$ cat src/rtl/sweep_ctrl_pkg.sv
// Shared constants and the FSM state type for the sweep sequencer.
package sweep_ctrl_pkg;

   localparam int NBITS_COUNT = 4;
   localparam int NBITS_DWELL = 4;
   localparam int NBITS_SWEEP = 3;

   // Encoding is visible on state_o for LED/LCD debug, so keep it fixed.
   typedef enum logic [2:0] {
      IDLE  = 3'd0,
      LOAD  = 3'd1,
      RUN   = 3'd2,
      DWELL = 3'd3,
      DONE  = 3'd4
   } state_t;

endpackage

$ cat src/rtl/sweep_counter_ctrl_dwell_timer.sv
// Loadable down-counter that times the endpoint dwell; stops at zero.
module dwell_timer
   import sweep_ctrl_pkg::*;
#(
   parameter int W = NBITS_DWELL
) (
   input  logic         clk_2,
   input  logic         reset,
   input  logic         load,
   input  logic         dec,
   input  logic [W-1:0] load_val,
   output logic         zero
);

   logic [W-1:0] cnt_q;
   logic [W-1:0] cnt_d;

   // Load has priority; decrement saturates at zero.
   always_comb begin
      cnt_d = cnt_q;
      if (load) begin
         cnt_d = load_val;
      end else if (dec && (cnt_q != '0)) begin
         cnt_d = cnt_q - W'(1);
      end
   end

   // Count register, cleared by the shared asynchronous reset.
   always_ff @(posedge clk_2 or posedge reset) begin
      if (reset) begin
         cnt_q <= '0;
      end else begin
         cnt_q <= cnt_d;
      end
   end

   assign zero = (cnt_q == '0);

endmodule

$ cat src/rtl/sweep_counter_ctrl.sv
// Ping-pong sweep sequencer driving a hex up/down counter datapath.
// Keeps a shadow of the counter value (pos) to detect endpoint arrival.
// All outputs are decoded from registers only (Moore).
module sweep_counter_ctrl
   import sweep_ctrl_pkg::*;
(
   input  logic                   clk_2,
   input  logic                   reset,
   input  logic                   start,
   input  logic                   stop,
   input  logic                   up_first,
   input  logic [NBITS_COUNT-1:0] start_val,
   input  logic [NBITS_COUNT-1:0] end_val,
   input  logic [NBITS_DWELL-1:0] dwell_cfg,
   input  logic [NBITS_SWEEP-1:0] sweeps_cfg,
   output logic                   load,
   output logic [NBITS_COUNT-1:0] data_in,
   output logic                   counter_on,
   output logic                   count_up,
   output logic [NBITS_COUNT-1:0] pos,
   output logic                   busy,
   output logic                   done,
   output logic [2:0]             state_o
);

   state_t                 state_q,     state_d;
   logic [NBITS_COUNT-1:0] pos_q,       pos_d;
   logic [NBITS_COUNT-1:0] start_val_q, start_val_d;
   logic [NBITS_COUNT-1:0] end_val_q,   end_val_d;
   logic [NBITS_COUNT-1:0] target_q,    target_d;
   logic [NBITS_DWELL-1:0] dwell_q,     dwell_d;
   logic [NBITS_SWEEP-1:0] sweeps_q,    sweeps_d;
   logic                   dir_q,       dir_d;
   logic                   tmr_load;
   logic                   tmr_dec;
   logic                   tmr_zero;

   dwell_timer #(.W(NBITS_DWELL)) u_dwell_timer (
      .clk_2    (clk_2),
      .reset    (reset),
      .load     (tmr_load),
      .dec      (tmr_dec),
      .load_val (dwell_q),
      .zero     (tmr_zero)
   );

   // Next-state logic; stop aborts any active state and keeps pos.
   always_comb begin
      state_d     = state_q;
      pos_d       = pos_q;
      start_val_d = start_val_q;
      end_val_d   = end_val_q;
      target_d    = target_q;
      dwell_d     = dwell_q;
      sweeps_d    = sweeps_q;
      dir_d       = dir_q;
      tmr_load    = 1'b0;
      tmr_dec     = 1'b0;

      if (stop && (state_q != IDLE)) begin
         state_d = IDLE;
      end else begin
         case (state_q)
            IDLE: begin
               if (start && !stop) begin
                  start_val_d = start_val;
                  end_val_d   = end_val;
                  dwell_d     = dwell_cfg;
                  sweeps_d    = (sweeps_cfg == '0) ? NBITS_SWEEP'(1) : sweeps_cfg;
                  dir_d       = up_first;
                  target_d    = end_val;
                  state_d     = LOAD;
               end
            end
            LOAD: begin
               pos_d   = start_val_q;
               state_d = (start_val_q == end_val_q) ? DONE : RUN;
            end
            RUN: begin
               pos_d = dir_q ? (pos_q + NBITS_COUNT'(1)) : (pos_q - NBITS_COUNT'(1));
               if (pos_d == target_q) begin
                  tmr_load = 1'b1;
                  state_d  = DWELL;
               end
            end
            DWELL: begin
               if (tmr_zero) begin
                  sweeps_d = sweeps_q - NBITS_SWEEP'(1);
                  if (sweeps_d == '0) begin
                     state_d = DONE;
                  end else begin
                     dir_d    = ~dir_q;
                     target_d = (target_q == end_val_q) ? start_val_q : end_val_q;
                     state_d  = RUN;
                  end
               end else begin
                  tmr_dec = 1'b1;
               end
            end
            DONE: begin
               if (!start) begin
                  state_d = IDLE;
               end
            end
            default: begin
               state_d = IDLE;
            end
         endcase
      end
   end

   // State and datapath shadow registers, async active-high reset.
   always_ff @(posedge clk_2 or posedge reset) begin
      if (reset) begin
         state_q     <= IDLE;
         pos_q       <= '0;
         start_val_q <= '0;
         end_val_q   <= '0;
         target_q    <= '0;
         dwell_q     <= '0;
         sweeps_q    <= '0;
         dir_q       <= 1'b0;
      end else begin
         state_q     <= state_d;
         pos_q       <= pos_d;
         start_val_q <= start_val_d;
         end_val_q   <= end_val_d;
         target_q    <= target_d;
         dwell_q     <= dwell_d;
         sweeps_q    <= sweeps_d;
         dir_q       <= dir_d;
      end
   end

   // Moore output decode from registered state only.
   always_comb begin
      load       = (state_q == LOAD);
      counter_on = (state_q == RUN);
      count_up   = (state_q == RUN) && dir_q;
      busy       = (state_q == LOAD) || (state_q == RUN) || (state_q == DWELL);
      done       = (state_q == DONE);
      data_in    = start_val_q;
      pos        = pos_q;
      state_o    = state_q;
   end

endmodule

$ cat config.mk
export PLATFORM = sky130hd
export DESIGN_NAME = sweep_counter_ctrl
export DESIGN_NICKNAME = d
export VERILOG_FILES = /design/src/rtl/sweep_ctrl_pkg.sv /design/src/rtl/sweep_counter_ctrl_dwell_timer.sv /design/src/rtl/sweep_counter_ctrl.sv
export SDC_FILE = /design/constraint.sdc
export NUM_CORES = 1
export LEC_CHECK = 0
export BUFFER_PORTS_ARGS = -buffer_cell sky130_fd_sc_hd__buf_2
export CORE_ASPECT_RATIO = 0.7
export CORE_MARGIN = 2
export CORE_UTILIZATION = 30
export CTS_CLUSTER_SIZE = 20
export DETAILED_ROUTE_END_ITERATION = 10
export GPL_TIMING_DRIVEN = 0
export SYNTH_ARGS = -nofsm -noshare
export SYNTH_HDL_FRONTEND = slang
export SYNTH_SLANG_ARGS = --single-unit
$ cat constraint.sdc
create_clock -name clk_2 -period 6 [get_ports clk_2]
set_input_delay 1.2 -clock clk_2 [delete_from_list [all_inputs] [get_ports clk_2]]
set_output_delay 1.2 -clock clk_2 [all_outputs]
set_load 0.005 [all_outputs]
# After elaboration in Yosys (flattened, before gate mapping)
# Index checks and enable logic that the tools add are counted.
[totals]
register_bits = 31
inputBits = 20
out_inout_bits = 16
wordCells = 81
[op_classes]
add_sub_neg = 4
n_eq_ne = 14
n_mux = 31
n_bitwise = 2
n_reduce_logical = 21
[op_table]
columns = ["op", "count"]
rows = [
  ["$mux 3", 10],
  ["$mux 4", 7],
  ["$pmux 4 s2", 2],
  ["$pmux 3 s5", 1],
  ["$eq 4x4->1", 3],
  ["$logic_not 3->1", 3],
  ["$mux 1", 9],
  ["$reduce_and 4->1", 2],
  ["$sub 4x1->4 const B", 2],
  ["$eq 3x2->1 const B", 2],
  ["$ne 2x2->1 const B", 3],
  ["$ne 3x3->1 const B", 2],
  ["$pmux 3 s2", 1],
  ["$reduce_bool 2->1", 3],
  ["$reduce_and 5->1", 1],
  ["$add 4x1->4 const B", 1],
  ["$logic_and 1x1->1", 4],
  ["$logic_not 4->1", 1],
  ["$reduce_bool 4->1", 1],
  ["$eq 3x1->1 const B", 1],
  ["$eq 3x3->1 const B", 1],
  ["$ne 3x1->1 const B", 1],
  ["$ne 3x2->1 const B", 1],
  ["$reduce_and 3->1", 1],
  ["7 further kinds", 9],
]

# Depth between registers and ports, before layout
[logic_depth]
ltp_word = 7
ltp_mapped = 8

# Hierarchy
# From an unflattened synthesis, not the netlist that was laid out.
[unflattened]
cells_unflattened = 203
area_unflattened_um2 = 2044.5
[by_module_without_submodules]
columns = ["module", "n_inst", "cells_each", "area_per_inst_um2", "seq_area_each_um2"]
rows = [
  ["sweep_counter_ctrl", 1, 175, 1783.0, 675.6],
  ["dwell_timer", 1, 28, 261.5, 100.1],
]

# Worst setup path before layout
# Ideal clock, no wire load.
[synth_timing]
kind = "reg2out"
start = "register state_q[0] (netlist: state_o[0])"
end = "output count_up"
arrival_ps = 1301
t_required_ps = 4800
path_slack_ps = 3499
stages_incl_launch_ff = 5
path_cell_list = "dfrtp_1 > buf_2 > or3b_2 > buf_2 > nor2_1"
[synth_via]
elab_chain_len = 2
[synth_lines]
columns = ["element", "line_no", "rtl"]
rows = [
  ["from (decl)", "sweep_counter_ctrl.sv:26", "state_t state_q, state_d;"],
  ["from (signal assigned)", "sweep_counter_ctrl.sv:124", "state_q <= state_d;"],
  ["$eq 3x2->1", "sweep_counter_ctrl.sv:139", "count_up = (state_q == RUN) && dir_q;"],
  ["$logic_and 1x1->1", "sweep_counter_ctrl.sv:139", ""],
  ["to (decl)", "sweep_counter_ctrl.sv:19", "output logic count_up,"],
]
# Every way passes these cells.

# Worst setup path in the final report
# Same ends and word-level chain as after synthesis.

==> out/metrics.cfg <==
[logic_synthesis]
synth_cell_types = 46
yosys-top-cells-area = dfrtp_1, nand2_1, xnor2_1
synth.cell_area_um2 = 1970
synth_top_area_share_pct = 39.3
synth_fp_nets = 248
synthCells = 222
async_flop_share_pct = 100
yosys_warnings = 0
ys_ff_latch = 31
yosysSeqAreaShare_pct = 39.3
synth_area_per_cell_um2 = 8.89
ys.flop_type = dfrtp_1
synth_top_area_cell = dfrtp_1
synth-edff-count = 0

[floorplan]
coreArea_um2 = 6310
ios = 36
start_util_pct = 31.3
die_w_um = 101
placementRows = 24
dieArea_um2 = 7260
die-height_um = 71.9

[final_layout]
drive_above_1_share_pct = 23.3
multi_input_area_um2 = 1120
utilization_pct = 37.3
final_nets = 291
final_cell_mix = nand2_1, buf_2, dfrtp_1
layout.cells.non_filler = 344
nFillCells = 668
regArea_um2 = 776
antenna_cells = 0
final_common_cell = nand2_1
syn2layout_area_growth_pct = 19.1

[min_path]
min_path_type = reg2reg

[timing]
fin_crit_sh_pct = 49.3
setup_viol_count_final = 0
worst_slew_pin_slew_ns = 0.641
fmax_mhz = 338
maxSlewHeadroom_pct = 57.2
whs_ns = 0.479
hold_violations = 0
clock_skew_ns = 0.00733
rsz0062_at_grt = false
fin_crit_ns = 2.96
setup_tns_ns = 0
setup_ws_ns = 3.04
drv_slew = 0

[cts]
cts_tree = done
cts_made_buffers = 5
cts.sinks = 31
postCtsSetupRepairBufs = 0
holdBufCountCts = 0
path_clk_slew_ns = 0.07
cts_resized = 0
cts_buffer_depth = 2
insertion_delay_ns = 0.28
cts-root-buf = clkbuf_8
htreeDepth = 2

[global_routing]
grt_usage_pct = 13.5
grt_pass1_wl_mm = 7.60
grt_start_max_net_pins = 32
grt_pass1_vias = 1567
overflow = 0
antenna_found_initial = 0

[placement]
place_inst = 335
dpl_worst_slack_ns = 3.30
port_buffers = 35
gp_congestion = 0.814
hpwlAfterDp_mm = 3.40

[worst_setup_path]
arrival_ns = 1.76
path_max_fanout = 10
ff2ff_setup_slack_ns = 3.63
required_ns = 4.80
endpoint_kind = primary output
path_class = reg2out
cp-start-kind = flip-flop

[power_and_ir_drop]
pwr-share-comb_pct = 54.5
power.density_nw_per_um2 = 539
clock_power_share_pct = 12.9
ir_worst_vdd_mv = 0.151
p_int_uw = 715
switching_share_pct = 43.7
pwr-share-seq_pct = 32.6
p_switching_uw = 554
leakagePower_nw = 1.16

[routing]
drtAntennaViolNets = 0
drc = 0
via_per_inst = 4.77
drt_iter0_markers = 89
firstDrtPassIters = 4
wire_per_inst_um = 13.3
drt-total-wl_mm = 4.57
num_vias = 1641

[run]
maxCapViolCount = 0

[outcome]
outcome = complete, no violations

==> synthesized netlist by cell type (all sizes together) (5+ instances only) <==
library cell  instances
mux2                  5
buf                   5
xor2                  6
nand2                58
o21ai                18
nor2                 13
dfrtp                31
a21oi                 8
inv                  12
ha                    5
mux2i                 7
xnor2                10
==> worst max-delay path, cell delays in order (launching register included) <==
cell and delay, ns:
dfrtp_1 0.37, buf_2 0.17, or3b_2 0.52, buf_2 0.21
nor2_1 0.09, buf_2 0.11
==> cells by family (layout without fill, tap and decap cells) <==
family                   Yosys count  count (layout)  synth area share, %
AO/OA/AOI/OAI                     43              43                 14.1
XOR/XNOR                          18              18                 9.44
adder cells (fa/ha/maj)            6               6                 4.18
buffers and inverters             20              64                 4.12
flip-flops                        31              31                 39.3
multiplexers                      12              12                 6.40
AND/OR/NAND/NOR                   92              92                 22.4
==> worst paths after layout <==
kind | startpoint | cells after the start | endpoint
max reg2reg | pos[0] | 7 | state_o[2]
min in group asynchronous | reset | 2 | data_in[3]
min | dwell_q[2] | 2 | dwell_q[2]
max | state_o[0] | 5 | count_up
min reg2reg | dwell_q[2] | 2 | dwell_q[2]
max in group asynchronous | reset | 3 | dir_q
==> power groups by stage <==
stage / registers, mW / clock network [mW] / logic (mW)
after floorplan: 0.390 / 0 / 0.538
after detailed placement: 0.418 / 0 / 0.686
after CTS: 0.414 / 0.169 / 0.696
final: 0.414 / 0.164 / 0.691
after global placement: 0.415 / 0 / 0.674
after global routing: 0.428 / 0.182 / 0.780
==> final cells by class <==
class,count,area share [%]
buffer,8,1.54
clock buffer,6,3.09
clock inverter,2,0.532
inverter,12,1.91
multi-input combinational,171,47.5
sequential,31,33.0
tap,78,4.15
timing repair buffer,36,8.30
==> stage by stage <==
stage	power (mW)	area, um^2
after CTS	1.28	2330
after global routing	1.39	2350
after global placement	1.09	2250
after floorplan	0.928	1970
final	1.27	2350
after detailed placement	1.10	2250
==> per-layer routing <==
metal / routed length, um / GRT usage, % / share of wire [%]
met4: 40 / 3.60 / 0.87
met3: 208 / 4.00 / 4.5
met2: 1940 / 19.0 / 42
met1: 2380 / 20.1 / 52
met5: 0 / 0 / 0
==> sequential cells by signal (all words and copies together) (netlist names) <==
signal,count
dir_q,1
state_o,3
dwell_q,4
u_dwell_timer.cnt_q,4
pos,4
target_q,4
data_in,4
end_val_q,4
sweeps_q,3
(Power assumes the default switching activity.)
